--- src/rtl/rr_req_arbiter.sv ---
// Four-way round-robin arbiter with registered one-hot grant, encoded index and a
// hold limit that revokes a grant after MAX_HOLD consecutive cycles.
module rr_req_arbiter #(
  parameter int unsigned MAX_HOLD = 15,
  parameter int unsigned HOLD_W   = 4
) (
  input  logic       i_clk,
  input  logic       i_rst,
  input  logic [3:0] i_req,
  output logic [3:0] o_grant,
  output logic [1:0] o_grant_idx,
  output logic       o_grant_vld,
  output logic       o_timeout
);

  typedef enum logic {StIdle, StBusy} state_e;

  state_e            r_state;
  logic [1:0]        r_ptr;
  logic [1:0]        r_idx;
  logic [3:0]        r_grant;
  logic [HOLD_W-1:0] r_hold_cnt;
  logic              r_timeout;

  logic       w_owner_req;
  logic       w_limit_hit;
  logic       w_release;
  logic [3:0] w_cand_req;
  logic [1:0] w_cand;
  logic       w_win_vld;
  logic [1:0] w_win_idx;

  assign w_owner_req = i_req[r_idx];
  assign w_limit_hit = (r_hold_cnt == HOLD_W'(MAX_HOLD - 1));
  assign w_release   = (r_state == StBusy) && (!w_owner_req || w_limit_hit);
  // The current owner is masked so a re-requesting owner is served last.
  assign w_cand_req  = i_req & ~r_grant;

  // Scan from the farthest offset down so the nearest-to-ptr requester wins.
  always_comb begin
    w_win_vld = 1'b0;
    w_win_idx = 2'd0;
    w_cand    = 2'd0;
    for (int i = 3; i >= 0; i--) begin
      w_cand = r_ptr + 2'(i);
      if (w_cand_req[w_cand]) begin
        w_win_vld = 1'b1;
        w_win_idx = w_cand;
      end
    end
  end

  always_ff @(posedge i_clk) begin
    if (i_rst) begin
      r_state    <= StIdle;
      r_ptr      <= 2'd0;
      r_idx      <= 2'd0;
      r_grant    <= 4'b0000;
      r_hold_cnt <= '0;
      r_timeout  <= 1'b0;
    end else begin
      r_timeout <= 1'b0;
      unique case (r_state)
        StIdle: begin
          if (w_win_vld) begin
            r_state    <= StBusy;
            r_grant    <= 4'b0001 << w_win_idx;
            r_idx      <= w_win_idx;
            r_ptr      <= w_win_idx + 2'd1;
            r_hold_cnt <= '0;
          end
        end
        StBusy: begin
          if (w_release) begin
            // Owner still requesting at release means the hold limit revoked it.
            r_timeout <= w_owner_req;
            if (w_win_vld) begin
              r_grant    <= 4'b0001 << w_win_idx;
              r_idx      <= w_win_idx;
              r_ptr      <= w_win_idx + 2'd1;
              r_hold_cnt <= '0;
            end else begin
              r_state    <= StIdle;
              r_grant    <= 4'b0000;
              r_idx      <= 2'd0;
              r_hold_cnt <= '0;
            end
          end else begin
            r_hold_cnt <= r_hold_cnt + HOLD_W'(1);
          end
        end
        default: r_state <= StIdle;
      endcase
    end
  end

  assign o_grant     = r_grant;
  assign o_grant_idx = r_idx;
  assign o_grant_vld = (r_state == StBusy);
  assign o_timeout   = r_timeout;

endmodule
--- config.mk ---
export PLATFORM = sky130hd
export DESIGN_NAME = rr_req_arbiter
export DESIGN_NICKNAME = d
export VERILOG_FILES = /design/src/rtl/rr_req_arbiter.sv
export SDC_FILE = /design/constraint.sdc
export NUM_CORES = 1
export LEC_CHECK = 0
export BUFFER_PORTS_ARGS = -buffer_cell sky130_fd_sc_hd__buf_2
export CORE_ASPECT_RATIO = 1.25
export CORE_MARGIN = 2
export CORE_UTILIZATION = 35
export DETAILED_ROUTE_END_ITERATION = 7
export HOLD_SLACK_MARGIN = 0.1
export PLACE_DENSITY = 0.63
export SYNTH_ARGS = -nofsm -noshare
export SYNTH_HDL_FRONTEND = slang
export SYNTH_SLANG_ARGS = --single-unit
--- constraint.sdc ---
create_clock -name i_clk -period 1.8 [get_ports i_clk]
set_clock_uncertainty 0.1 [all_clocks]
set_input_delay 0.54 -clock i_clk [delete_from_list [all_inputs] [get_ports i_clk]]
set_output_delay 0.54 -clock i_clk [all_outputs]
set_load 0.03 [all_outputs]
==> results by group, run 1 <==
Synthesis
  • Top-count cell post-synth: dfxtp_1
  • Synth area leader: dfxtp_1
  • Register area share after synthesis: 34.89%
  • Post-synthesis register bit count: 14
  • Synthesized instance count: 89
  • Synth warnings: 0
  • Post-synth top cells: 14 x dfxtp_1, 7 x inv_1, 7 x nand2b_1, 6 x a21oi_1
  • Distinct cells, synth: 38
  • Main synth FF type: dfxtp_1
  • Post-synth ARST share: 0%
  • EDFF count, synth: 0
  • Synth top area share: 34.89%
  • Syn_nets: 99
  • Largest cells by area after synthesis: dfxtp_1 35%, ha_1 6.2%, nand2b_1 5.5%
  • Avg Cell Area, Syn: 9.026 sq um
  • Post-synthesis cell area: 803.3 sq um

STA
  • Final setup fails: 0
  • Final Hold Vio Count: 0
  • Minimum clock period: 1714 ps
  • Fin. max-slew vios: 0
  • Setup TNS: 0 ps
  • Fmax: 583.3 MHz
  • Max transition margin: 71.13%
  • Period utilisation layout: 95.25%
  • Slew at the pin closest to its max-slew limit: 429.1 ps

GRT
  • GRT Total Usage: 16.69%
  • Initial antenna violation count: 0
  • Largest net degree at the start of global routing: 9
  • First-pass GRT wire length: 3305 um
  • Vias in the first global route: 750
  • Overflow after GRT: 0

Setup path
  • Startpoint Class: flop
  • Reg2reg start: o_grant[0]
  • Slowest-stage cell, CP: dfxtp_1
  • Cell Chain, Critical Path: nand2b_1 -> o221ai_1 -> a22oi_2 -> ha_1 -> nor2_1 -> o211ai_1 -> o31ai_1
  • Cell depth of the worst setup path: 7
  • Worst Path Arrival: 1820 ps
  • R2r worst-path depth: 7
  • Reg-to-reg endpoint: r_ptr[1]
  • Worst setup path endpoint: r_ptr[1]
  • CP bufs+invs: 0
  • Worst Setup End Kind: flop
  • R2R setup slack: 90 ps
  • Delay of the slowest critical-path stage: 390 ps
  • Worst-path fanout max: 4
  • Setup CP Type: flop to flop
  • Delay-heaviest family, CP: compound AO/OA/AOI/OAI gates
  • CP required: 1910 ps
  • Crit. Startpoint: o_grant[0]

Routing
  • Vias: 830
  • Antenna-violating nets left: 0
  • Drt total wl: 2099 um
  • First-pass DRT Iterations: 6
  • Via density: 5.390
  • Drc violations: 0
  • Violation count after the first detailed-routing iteration: 23
  • Drt wl/cell: 13.63 um

Floorplan
  • Die extent in y: 57.56 um
  • Core Region: 0.002187 sq mm
  • I/O pin total: 14
  • Starting Density: 36.73%
  • Std cell rows: 19
  • Chip width: 46.85 um
  • Total Die Area: 0.002697 sq mm

Cells and area
  • Seq. cell area: 281.5 sq um
  • Share of layout cells above drive strength 1: 34.96%
  • Area occupied by multi-input gates: 491.7 sq um
  • Syn-to-layout area delta: 35.67%
  • Fillers: 215
  • Fin nets: 134
  • Post-route insts no fill: 154
  • Ant. Diodes: 0

Place
  • # placed instances: 149
  • RePlAce Congestion: 0.8366
  • PortBufs: 13
  • Post-DP HPWL: 1602 um

Worst hold path
  • Hold Path Class: flop to flop
  • Min-delay src: o_grant_idx[1]

Job
  • Number of max-cap violations: 0

CTS
  • CTS HTree Levels: 1
  • Clock Tree Root: clkbuf_4
  • Clk_lat worst skew: 280 ps
  • CTS buffer count: 3
  • CTS Sinks: 14
  • Post-CTS Hold Fix Bufs: 0
  • CTS tree: yes
  • Clock Pin Slew Worst Setup and Hold Paths: 100 ps
  • Clock Path Buffers: 2

Status
  • Status: finished clean

Power
  • Static leakage: 0.0004509 uW
  • VDD IR max: 0.5710 mV
  • Cell area power density: 1214 mW/mm^2
## state kept, by name, summed over array words and instances (netlist names)
signal,count
o_grant,4
o_grant_idx,2
o_grant_vld,1
o_timeout,1
r_hold_cnt,4
r_ptr,2
## cell families after synthesis
kind of cell / synth area share [%]
adder cells (fa/ha/maj): 6.231
multiplexers: 2.492
buffers and inverters: 4.829
XOR/XNOR: 1.091
AND/OR/NAND/NOR: 20.72
flip-flops: 34.89
AO/OA/AOI/OAI: 29.75
## placed cells by master, fill, tap and decap left out, types with 2 or more instances in the layout
| master | Yosys | routed |
|---|---|---|
| buf_2 | 1 | 13 |
| o32ai_1 | 2 | 2 |
| dfxtp_1 | 14 | 13 |
| clkbuf_4 | 0 | 3 |
| a22o_1 | 3 | 3 |
| ha_1 | 4 | 4 |
| nor2_1 | 3 | 3 |
| nor2b_1 | 3 | 2 |
| o221ai_1 | 2 | 2 |
| buf_4 | 0 | 20 |
| nand2b_1 | 7 | 7 |
| nand3_1 | 3 | 3 |
| mux2i_1 | 2 | 2 |
| a21oi_1 | 6 | 6 |
| or3_1 | 4 | 4 |
| nand3b_1 | 2 | 2 |
| inv_1 | 7 | 7 |
| o22ai_1 | 3 | 3 |
## timing repair
action                     in CTS  in global routing
buffers inserted                0                  1
setup endpoints to repair       0                  3
gates resized for setup         0                  4
## worst min-delay path by stage
stage | end | slack, ps | depth (start not counted)
6_report | o_grant_idx[1] | 420 | 1
5_1_grt | o_grant_idx[1] | 440 | 1
4_1_cts | o_grant[3] | 420 | 2
3_5_place_dp | o_grant[3] | 400 | 2
3_3_place_gp | o_grant[3] | 390 | 2
2_1_floorplan | r_hold_cnt[3] | 380 | 2
## report_power, final
group / switching, uW / internal [uW] / leakage (uW)
combinational: 338 / 311 / 0.000315
sequential: 67.8 / 375 / 0.000115
clock: 108 / 123 / 0.0000210
total: 514 / 809 / 0.000451
## cell type report
cell class	instances	share of cell area, %
inverter	7	2.411
timing repair buffer	33	19.75
clock buffer	4	3.329
tap	31	3.559
sequential	14	25.83
multi-input combinational	65	45.12
## metal layers
layer	vias to the layer above	GRT usage (%)	share of wire, %
met2	22	27.01	50
met1	394	21.48	45
met3	2	3.797	4.3
li1	412	-	-
met5	-	0	0
met4	0	5.159	0.48
## metrics by stage
stage	setup WS [ps]	hold slack, ps	power (uW)	util [%]	area, sq um
detailed placement	-166.2	400.2	1079	47.43	1037
global placement	-121.4	393.1	1069	47.43	1037
floorplan	5.018	380.4	802.4	-	803.3
CTS	32.09	419.4	1314	49.08	1074
global route	-13.00	442.8	1408	49.83	1090
finish	85.59	418.0	1323	49.83	1090
No activity file was read; power rests on OpenSTA's default activity.
==> run 2: changes to the inputs <==
ABC_AREA = 1   (was unset)
PLACE_DENSITY = 0.62   (was 0.63)
==> run 2 against run 1 <==
Compared with the run above: synthesized cell count up 44%; flip-flop and latch count did not move; non-clock buffer count fell by 4; area after synthesis grew 17%; first-iteration DRC count decreased by 70%; via count rose by 8.6%; critical endpoint unchanged.
==> results by group, run 2 <==
Worst hold path
  • Hold Path Class: flop to flop
  • Cells on Worst Hold Path: 2 (+1)
  • Min-delay src: o_grant[2]
  • Sink of the worst hold path: o_grant[2]

Cells and area
  • Syn-to-layout area delta: 37.93%
  • Commonest non-fill, non-tap cells in the layout: 25 x nand2_1, 15 x buf_4, 13 x nand2_2, 13 x buf_2
  • Most common cell after layout, fill and taps aside: nand2_1
  • Share of layout cells above drive strength 1: 53.50% (+19 points)
  • Fin nets: 169 (+26%)
  • Ant. Diodes: 0 (unchanged)
  • Design Area, Final: 0.001301 sq mm (+19%)

CTS
  • Clock Path Buffers: 2 (unchanged)
  • Clock Pin Slew Worst Setup and Hold Paths: 80 ps (-20 ps)
  • CTS buffer count: 3 (unchanged)
  • CTS HTree Levels: 1 (unchanged)
  • Post-CTS Hold Fix Bufs: 0 (unchanged)
  • Clk_lat worst skew: 270 ps (about the same)
  • CTS Sinks: 14 (unchanged)
  • CTS tree: yes
  • Clock Tree Root: clkbuf_4

Routing
  • Drc violations: 0 (unchanged)
  • Antenna-violating nets left: 0 (unchanged)
  • First-pass DRT Iterations: 4 (-2)
  • Drt wl/cell: 10.72 um (-21%)
  • Via density: 4.717 (-12%)
  • Vias: 901 (+8.6%)
  • Violation count after the first detailed-routing iteration: 7 (-70%)
  • Drt total wl: 2047 um (-2.5%)

STA
  • Max transition margin: 80.30% (+9.2 points)
  • Minimum clock period: 1723 ps (+8.328 ps)
  • Slew at the pin closest to its max-slew limit: 295.6 ps (-133.5 ps)
  • Final Hold Vio Count: 0 (unchanged)
  • Fin. max-slew vios: 0 (unchanged)
  • Period utilisation layout: 95.71% (+0.46 points)
  • Fmax: 580.5 MHz (-0.48%)
  • Final setup fails: 0 (unchanged)

Floorplan
  • Die extent in y: 62.05 um (+7.8%)
  • Core Region: 0.002628 sq mm (+20%)
  • Chip width: 50.44 um (+7.7%)
  • Std cell rows: 21 (+2)
  • Total Die Area: 0.003129 sq mm (+16%)
  • I/O pin total: 14 (unchanged)
  • Starting Density: 35.90% (-0.82 points)

Setup path
  • Worst Setup End Kind: flop
  • Startpoint Class: flop
  • R2R setup slack: 80 ps (about the same)
  • CP required: 1900 ps (about the same)
  • Setup CP Type: flop to flop
  • Crit. Startpoint: r_ptr[0]
  • Reg-to-reg endpoint: r_ptr[1]
  • Worst Path Arrival: 1820 ps (about the same)
  • Reg2reg start: r_ptr[0]
  • R2r worst-path depth: 13 (+6)
  • Worst-path fanout max: 5 (+1)

Power
  • Cell area power density: 1842 mW/mm^2 (+52%)
  • Total power: 2396 uW (+81%)
  • VDD IR max: 0.7963 mV (+39%)
  • Static leakage: 0.0006041 uW (+34%)

Place
  • Placed cell areas: 0.001159 sq mm (+12%)
  • RePlAce Congestion: 0.7495 (-10%)
  • PortBufs: 13 (unchanged)
  • Post-DP HPWL: 1634 um (+1.9%)

GRT
  • GRT Total Usage: 13.34% (-3.3 points)
  • Vias in the first global route: 733 (-2.3%)
  • Initial antenna violation count: 0 (unchanged)
  • Largest net degree at the start of global routing: 15 (+6)
  • First-pass GRT wire length: 3174 um (-4.0%)
  • Overflow after GRT: 0 (unchanged)

Synthesis
  • Avg Cell Area, Syn: 7.370 sq um (-18%)
  • Post-synth top cells: 33 x nand2_1, 14 x dfxtp_1, 10 x inv_1, 10 x nand3_1
  • Synth area leader: dfxtp_1
  • Top-count cell post-synth: nand2_1
  • Distinct cells, synth: 29 (-24%)
  • EDFF count, synth: 0 (unchanged)
  • Synth top area share: 29.71% (-5.2 points)
  • Synth warnings: 0 (unchanged)
  • Main synth FF type: dfxtp_1
  • Post-synthesis register bit count: 14 (unchanged)
  • Synthesized instance count: 128 (+44%)
  • Largest cells by area after synthesis: dfxtp_1 30%, nand2_1 13%, ha_1 5.3%
  • Post-synthesis cell area: 943.4 sq um (+17%)
  • Post-synth ARST share: 0% (unchanged)
  • Register area share after synthesis: 29.71% (-5.2 points)
  • Syn_nets: 138 (+39%)

Job
  • Number of max-cap violations: 0 (unchanged)

Status
  • Status: finished clean
-- run 2: changes by cell type after synthesis, sizes merged, moves of 3 or more --
cell,change
nand2,+41
nand3,+12
nor2,+10
inv,+7
nand2b,-7
a21oi,+5
or3,-4
a22o,-3
nor2b,-3
o22ai,-3
o32ai,-3
-- run 2: logic make-up (layout without fill, tap and decap cells) --
group                    after synthesis  count (layout)  synth area share [%]
adder cells (fa/ha/maj)                4               4                 5.305
XOR/XNOR                               4               4                 3.714
buffers and inverters                 18              47                 8.753
AND/OR/NAND/NOR                       72              72                 40.98
AO/OA/AOI/OAI                         16              16                 11.54
flip-flops                            14              14                 29.71
-- run 2: routing by layer --
| metal | global-route usage (%) | vias to the layer above | wire (um) |
|---|---|---|---|
| li1 | - | 467 | - |
| met1 | 16.16 | 423 | 908 |
| met2 | 23.50 | 9 | 1093 |
| met3 | 1.675 | 2 | 25 |
| met4 | 6.950 | 0 | 19 |
| met5 | 0 | - | 0 |
-- run 2: through the flow --
| step | setup TNS, ps | setup slack, ps | hold WS, ps | utilization [%] | cells |
|---|---|---|---|---|---|
| after floorplan | 0 | 0.3013 | 369.4 | - | 128 |
| after global placement | -428.2 | -134.8 | 369.0 | 44.10 | 187 |
| after detailed placement | -701.6 | -221.0 | 380.7 | 44.10 | 187 |
| after CTS | 0 | 0.4783 | 391.9 | 46.05 | 190 |
| after global routing | -34.27 | -21.45 | 409.3 | 49.52 | 191 |
| final | 0 | 77.26 | 389.7 | 49.52 | 191 |
-- run 2: what timing repair did --
| action | in CTS | in global routing |
|---|---|---|
| pin swaps | 0 | 8 |
| setup buffers | 0 | 2 |
| endpoints found under the setup margin | 1 | 7 |
| resized for setup | 5 | 24 |
-- run 2: worst max path at each step --
| stage | endpoint | slack, ps | cells past startpoint |
|---|---|---|---|
| floorplan | r_ptr[1] | 0.3 | 9 |
| finish | r_ptr[1] | 80 | 13 |
| global placement | r_ptr[1] | -130 | 12 |
| global route | r_ptr[1] | -20 | 13 |
| CTS | r_ptr[1] | 0.5 | 13 |
| detailed placement | r_ptr[1] | -220 | 12 |
-- run 2: cell type report --
type / instances / area, sq um
Timing Repair Buffer: 29 / 197.7
Inverter: 15 / 70.07
Tap cell: 34 / 42.54
Sequential cell: 14 / 290.3
Clock buffer: 3 / 22.52
Multi-Input combinational cell: 96 / 678.2
Fill cell: 259 / 1326
-- run 2: power breakdown --
part           switching [uW]  total (uW)  internal, uW
combinational             977        1730           756
clock                    96.7         174          77.4
sequential               85.5         489           404
-- run 2: critical path, cell delays in order, from the launching register on --
cell and delay [ps]:
dfxtp_4 360, buf_12 130, clkinv_8 50, nand3_2 50, nand2_2 100, nand2_2 80, nand2_2 70, inv_2 30
nand2_2 60, nand2_2 50, nand2_2 90, nand2_4 70, ha_4 240, a211oi_2 160
